<file path="config.mk">
export PLATFORM = sky130hd
export DESIGN_NAME = ct_iu_bju_pcfifo_ring
export DESIGN_NICKNAME = d
export VERILOG_FILES = /design/src/rtl/ct_iu_bju_pcfifo_pkg.sv /design/src/rtl/ct_iu_bju_pcfifo_ring_entry.sv /design/src/rtl/ct_iu_bju_pcfifo_ring.sv
export SDC_FILE = /design/constraint.sdc
export NUM_CORES = 1
export LEC_CHECK = 0
export CAP_MARGIN = 40
export CELL_PAD_IN_SITES_DETAIL_PLACEMENT = 0
export CELL_PAD_IN_SITES_GLOBAL_PLACEMENT = 2
export CORE_MARGIN = 3
export CORE_UTILIZATION = 46
export CTS_BUF_LIST = sky130_fd_sc_hd__clkbuf_4
export CTS_CLUSTER_SIZE = 40
export DETAILED_ROUTE_END_ITERATION = 16
export DONT_BUFFER_PORTS = 1
export HOLD_SLACK_MARGIN = 0.15
export PLACE_DENSITY = 0.84
export REMOVE_ABC_BUFFERS = 1
export SKIP_CTS_REPAIR_TIMING = 1
export SLEW_MARGIN = 40
export SYNTH_ARGS = -nofsm -noshare
export SYNTH_HDL_FRONTEND = slang
export SYNTH_SLANG_ARGS = --single-unit
</file>
<file path="constraint.sdc">
create_clock -name entry_clk -period 4.4 [get_ports entry_clk]
set_clock_uncertainty 0.2 [all_clocks]
set_input_delay 0.44 -clock entry_clk [delete_from_list [all_inputs] [get_ports entry_clk]]
set_output_delay 0.44 -clock entry_clk [all_outputs]
set_load 0.03 [all_outputs]
</file>
<file path="src/rtl/ct_iu_bju_pcfifo_pkg.sv">
// Shared sizing defaults and create_data field layout for the BJU PC FIFO ring.
// Field offsets are measured upward from bit PCW (the pc occupies [PCW-1:0]).
package ct_iu_bju_pcfifo_pkg;
  localparam int PCFIFO_DEPTH  = 8;
  localparam int PCFIFO_PCW    = 64;
  localparam int PCFIFO_CTRL_W = 11;

  localparam int OFS_CONDBR      = 0;
  localparam int OFS_PCALL       = 1;
  localparam int OFS_PRET        = 2;
  localparam int OFS_JMP         = 3;
  localparam int OFS_BHT_MISPRED = 4;
  localparam int OFS_BJU         = 5;
  localparam int OFS_BHT_PRED    = 6;
  localparam int OFS_LENGTH      = 7;
  localparam int OFS_VLD         = 8;
  localparam int OFS_FLUSH       = 9;
  localparam int OFS_CMPLT       = 10;

  function automatic int field_pos(input int pcw, input int ofs);
    return pcw + ofs;
  endfunction
endpackage

</file>
<file path="src/rtl/ct_iu_bju_pcfifo_ring_entry.sv">
// One PC FIFO slot: status bits (vld/cmplt/flush) plus the branch payload.
// Status and payload flops only toggle when their local enable fires.
module ct_iu_bju_pcfifo_ring_entry
  import ct_iu_bju_pcfifo_pkg::*;
#(
  parameter int PCW = PCFIFO_PCW,
  localparam int EW = PCW + PCFIFO_CTRL_W
) (
  input  logic          entry_clk,
  input  logic          cpurst_b,
  input  logic          create_en,
  input  logic [EW-1:0] create_data,
  input  logic          cmplt_en,
  input  logic          pop_en,
  input  logic          rtu_yy_xx_flush,
  input  logic          mark_flush,
  output logic [EW-1:0] entry_data
);
  localparam int PL_W = PCW + OFS_LENGTH + 1;

  logic            vld;
  logic            cmplt;
  logic            flush;
  logic [PL_W-1:0] payload;
  logic            ctrl_clk_en;
  logic            create_vld_bit;

  assign create_vld_bit = create_data[field_pos(PCW, OFS_VLD)];
  assign ctrl_clk_en = rtu_yy_xx_flush | create_en | pop_en | cmplt_en | mark_flush;

  // Global flush beats create beats retire; cmplt/mark only touch a live entry.
  always_ff @(posedge entry_clk or negedge cpurst_b) begin
    if (!cpurst_b) begin
      vld   <= 1'b0;
      cmplt <= 1'b0;
      flush <= 1'b0;
    end else if (ctrl_clk_en) begin
      if (rtu_yy_xx_flush) begin
        vld   <= 1'b0;
        cmplt <= 1'b0;
        flush <= 1'b0;
      end else if (create_en) begin
        vld   <= create_vld_bit;
        cmplt <= create_data[field_pos(PCW, OFS_CMPLT)];
        flush <= create_data[field_pos(PCW, OFS_FLUSH)] | (mark_flush & create_vld_bit);
      end else if (pop_en) begin
        vld   <= 1'b0;
        cmplt <= 1'b0;
        flush <= 1'b0;
      end else begin
        if (cmplt_en && vld) cmplt <= 1'b1;
        if (mark_flush && vld) flush <= 1'b1;
      end
    end
  end

  always_ff @(posedge entry_clk or negedge cpurst_b) begin
    if (!cpurst_b) begin
      payload <= '0;
    end else if (create_en) begin
      payload <= create_data[PL_W-1:0];
    end
  end

  assign entry_data = {cmplt, flush, vld, payload};
endmodule

</file>
<file path="src/rtl/ct_iu_bju_pcfifo_ring.sv">
// In-order ring of branch PC entries: allocate at tail, complete out of order
// by iid, retire from head once the head entry is complete.
module ct_iu_bju_pcfifo_ring
  import ct_iu_bju_pcfifo_pkg::*;
#(
  parameter int DEPTH = PCFIFO_DEPTH,
  parameter int PCW   = PCFIFO_PCW,
  localparam int EW    = PCW + PCFIFO_CTRL_W,
  localparam int AW    = $clog2(DEPTH),
  localparam int CNT_W = AW + 1
) (
  input  logic             entry_clk,
  input  logic             cpurst_b,
  input  logic             create_vld,
  input  logic [EW-1:0]    create_data,
  output logic             create_rdy,
  output logic [AW-1:0]    create_iid,
  input  logic             cmplt_vld,
  input  logic [AW-1:0]    cmplt_iid,
  input  logic             pop_req,
  output logic             pop_vld,
  output logic [EW-1:0]    pop_data,
  input  logic             rtu_yy_xx_flush,
  input  logic             iu_yy_xx_cancel,
  input  logic             rtu_iu_flush_fe,
  output logic [CNT_W-1:0] entry_cnt
);
  logic [AW-1:0]    head;
  logic [AW-1:0]    tail;
  logic [CNT_W-1:0] cnt;
  logic             full;
  logic             empty;
  logic             create_acc;
  logic             pop_acc;
  logic             mark_flush;
  logic [EW-1:0]    entry_data [DEPTH];
  logic [EW-1:0]    head_data;

  assign full  = (cnt == CNT_W'(DEPTH));
  assign empty = (cnt == '0);

  // A global flush swallows every same-cycle create, pop and mark.
  assign create_acc = create_vld & ~full & ~rtu_yy_xx_flush;
  assign pop_acc    = pop_req & pop_vld & ~rtu_yy_xx_flush;
  assign mark_flush = (iu_yy_xx_cancel | rtu_iu_flush_fe) & ~rtu_yy_xx_flush;

  always_ff @(posedge entry_clk or negedge cpurst_b) begin
    if (!cpurst_b) begin
      head <= '0;
      tail <= '0;
      cnt  <= '0;
    end else if (rtu_yy_xx_flush) begin
      head <= '0;
      tail <= '0;
      cnt  <= '0;
    end else begin
      if (create_acc) tail <= tail + 1'b1;
      if (pop_acc)    head <= head + 1'b1;
      case ({create_acc, pop_acc})
        2'b10:   cnt <= cnt + 1'b1;
        2'b01:   cnt <= cnt - 1'b1;
        default: cnt <= cnt;
      endcase
    end
  end

  for (genvar i = 0; i < DEPTH; i++) begin : g_entry
    ct_iu_bju_pcfifo_ring_entry #(.PCW(PCW)) u_entry (
      .entry_clk       (entry_clk),
      .cpurst_b        (cpurst_b),
      .create_en       (create_acc & (tail == AW'(i))),
      .create_data     (create_data),
      .cmplt_en        (cmplt_vld & (cmplt_iid == AW'(i)) & ~rtu_yy_xx_flush),
      .pop_en          (pop_acc & (head == AW'(i))),
      .rtu_yy_xx_flush (rtu_yy_xx_flush),
      .mark_flush      (mark_flush),
      .entry_data      (entry_data[i])
    );
  end

  assign head_data  = entry_data[head];
  assign create_rdy = ~full;
  assign create_iid = tail;
  assign pop_vld    = ~empty & head_data[field_pos(PCW, OFS_VLD)] & head_data[field_pos(PCW, OFS_CMPLT)];
  assign pop_data   = head_data;
  assign entry_cnt  = cnt;
endmodule

</file>
==> metrics list <==
* Max-capacitance violation count: 0
- Number of vias per cell: 5.46
- Number of design rule violations left after detail routing: 0
- Cell with the biggest individual delay on the critical path: dfrtp_4
* Gr usage total: 23.2%
* Die outline height: 251 um
- Detailed placement finished with a half-perimeter wire length of 39,700 um.
- Row generation in the floorplan step produced 89 rows.
* Dpl cells: about 3,000
- Worst vdd ir: roughly 0.32 mV
- Metal3 WL: 4600 um
- Of the post-synthesis cell area, the dominant cell type holds 55.1%.
* Hold Violations, Final: 610
- The critical path in this run is classified as reg -> out.
* Number of iterations in the first detailed-routing pass: 5
- The congestion estimate from routability-driven global placement came to 0.868.
- At the placement stage, the worst setup path has a slack of slightly below 800 ps.
* Vias in the first global route: 19,600
- For the worst setup path, the data required time is 3760 ps.
- Area growth from synthesis to layout: 19.4%
- Most numerous cell in the Yosys netlist: nand2_1
- Clk sinks: 610
* Proportion of layout cells with a drive suffix above 1: 30.8%
- Summing the sequential cell areas from Yosys gives 55.1% of the chip area.
- CTS built an H-tree with a depth of 4.
* Drt first-iter violations: between 1,000 and 1,500
* Share of the cycle needed by the critical path after routing: 93.4%
* Wire per inst: 21.0 um
- Clock tree synthesis inserted a total of between 150 and 200 buffers.
- For flop-to-flop paths, the worst setup slack is 790 ps.
- Dividing total power by cell area gives a power density of 468 nW/um^2.
- Global-route wire length before repair: 113,000 um
* Synthesized flop and latch total: 610
* Worst Hold Class: in -> async
- Synthesized area: roughly 28,000 um^2
* Maximum number of buffers from clock root to sink: 3
- The critical path goes through buf_6 > buf_6 > mux4_2 > nand2_1 > nand2_1.
- Residual antenna-violating net count after detailed routing: 0
- Setup violations remaining at the end of the flow were counted as 0.
- Detailed routing placed a total of between 30,000 and 40,000 um of wire on met2.
* Total number of nets in the final design: approximately 2,700
* Final worst setup slack: 292 ps
- Die Outline Area: 63,200 um^2
- At the pin with the least slew margin, the transition time is between 3000 and 4000 ps.
- Number of ports placed on the die boundary: 170
* Clock transition at the register clock pins on the worst setup and hold paths after CTS: 60 ps
- Entering global routing, the biggest net connects 611 pins.
- Source of the worst register-to-register timing path: head[0]$_DFFE_PN0P_
- Yosys mapped the design onto between 40 and 50 distinct sky130hd cell types.
- Share of flip-flops with an asynchronous set or reset: 100%
- Counting both buffers and inverters, the worst setup path holds a total of 2.
- The total overflow left after global routing is 0.
- Area leader, netlist: dfrtp_1
* Critical Path Max Stage Delay: 730 ps
- The core region is 59,400 um^2.
- The final number of max-transition violations was 423.
* Most frequent cells after synthesis: nand2_1, dfrtp_1, mux2_2, mux4_2, clkbuf_1
- Worst relative slew slack: -107%
* Peak Freq: 243 MHz
* Total wire length after detailed routing: 73,700 um
* Startpoint Class: flip-flop
* Count of vias placed by the detailed router: 19,100
- The synthesized design contains 0 enable-type register cells.
* Data arrival at the endpoint of the critical path: 3470 ps
* Share of the core filled with cells in the final layout: 55.8%
- CTS tree: yes
* Wire length on met1: 31,800 um
- Die boundary width: 251 um
- Final Instance Count excl. Fillers: ~3,500
* Highest metal used: met4
- In this run the tool buffered the top-level ports with 0 buffer cells.
* Setup tns final: 0 ps
* Min cycle time layout: 4110 ps
* Number of synthesis warnings: 0
- The tightest hold path in the finished design has a slack of -1040 ps.
- Critical path depth in cells: 5
- Flip-flop cell with the highest count after synthesis: dfrtp_1
* CTS root buffer: clkbuf_4
- Starting density of the core: 46.7%
* Number of antenna violations at the first check in global routing: 3
* Capturing point of the worst reg2reg path: entry_cnt[3]$_DFFE_PN0P_
- The later pin in the worst-skew pair is clocked with a latency of 980 ps.
- Result of the run: finished, violations left
* Violated checks: hold timing, slew limit
- For the worst flop-to-flop path, the logic depth is 11.
- Synthesis handed over a netlist of 2,311 instances.
- Post-synthesis average cell area: ~12 um^2
- Type of destination of the critical path: output port
- Static power due to leakage: 15.8 nW
- Grouping stages by cell kind, the critical path spends the most delay in buffers and inverters.
- Along the worst path, the maximum fanout reaches 32.
- Sorting the synthesized cells by area gives the leading types as dfrtp_1, mux2_2, mux4_2, nand2_1, clkbuf_1.
==> power by group <==
group / switching (mW) / total, mW / internal, mW
clock network: 2.34 / 5.01 / 2.67
registers: 0.653 / 7.56 / 6.90
logic: 1.36 / 2.93 / 1.57
total: 4.35 / 15.5 / 11.1
==> placed cells by master, fill, tap and decap left out, drive strengths merged, types with 2 or more instances in the layout <==
cell type,instances
a31oi,9
a22o,4
xnor2,2
a31o,4
dlygate4sd3,235
mux2i,3
clkinv,25
a41oi,2
nor2,30
mux2,364
inv,17
nor2b,4
nand2,876
o21ai,6
nor3b,4
o221ai,3
nand3,13
clkinvlp,4
diode,8
a21oi,18
and3,3
a2111oi,3
a211oi,5
a21o,2
clkbuf,254
ha,14
dfrtp,610
nor3,7
o22ai,10
mux4,148
buf,34
==> state kept, by name, summed over array words and instances, names as in the netlist <==
name and flops:
g_entry.u_entry.payload 576, g_entry.u_entry.vld 8, g_entry.u_entry.cmplt 8, head 3
create_iid 3, entry_cnt 4, g_entry.u_entry.flush 8
==> per-layer routing <==
layer	vias to the layer above	GRT usage (%)
met2	533	37.8
met4	0	8.24
met3	108	6.90
met5	-	0
li1	8615	-
met1	9882	30.0
==> metrics by stage <==
| stage | power [mW] | hold slack, ps | cell area [um^2] |
|---|---|---|---|
| 6_report | 15.5 | -1040 | 33100 |
| 5_1_grt | 16.4 | -1190 | 33100 |
| 4_1_cts | 15.5 | -1140 | 30700 |
| 3_5_place_dp | 10.4 | -20.8 | 28600 |
| 3_3_place_gp | 10.2 | -29.1 | 28600 |
| 2_1_floorplan | 9.74 | -55.6 | 27100 |
==> worst max-delay path by stage <==
| stage | startpoint | end | slack (ps) |
|---|---|---|---|
| after floorplan | head[0]$_DFFE_PN0P_ | entry_cnt[3]$_DFFE_PN0P_ | -4500 |
| after global placement | head[0]$_DFFE_PN0P_ | entry_cnt[3]$_DFFE_PN0P_ | 800 |
| after detailed placement | head[0]$_DFFE_PN0P_ | entry_cnt[3]$_DFFE_PN0P_ | 800 |
| after CTS | head[0]$_DFFE_PN0P_ | pop_data[28] | -240 |
| after global routing | head[0]$_DFFE_PN0P_ | pop_data[9] | -50 |
| final | head[0]$_DFFE_PN0P_ | pop_data[28] | 290 |
==> area by class of cell <==
type,count,area [um^2]
clock buffer,254,1910
antenna,8,20.0
timing repair buffer,269,2790
inverter,15,57.6
sequential,610,15300
clock inverter,32,178
multi-input combinational,1541,11900
fill,5002,26300
tap,773,967
==> kinds of logic (layout without fill, tap and decap cells) <==
logic type	after synthesis	after routing	synth area share (%)
xor gates and xnor gates	3	3	0.0948
adders and majority gates	15	15	0.704
buffers and inverters	160	570	2.37
and+or+nand+nor	939	939	13.1
AOI/OAI and AO/OA	69	69	1.77
muxes	515	515	26.9
DFF	610	610	55.1
other	0	8	0
(Power assumes the default switching activity.)
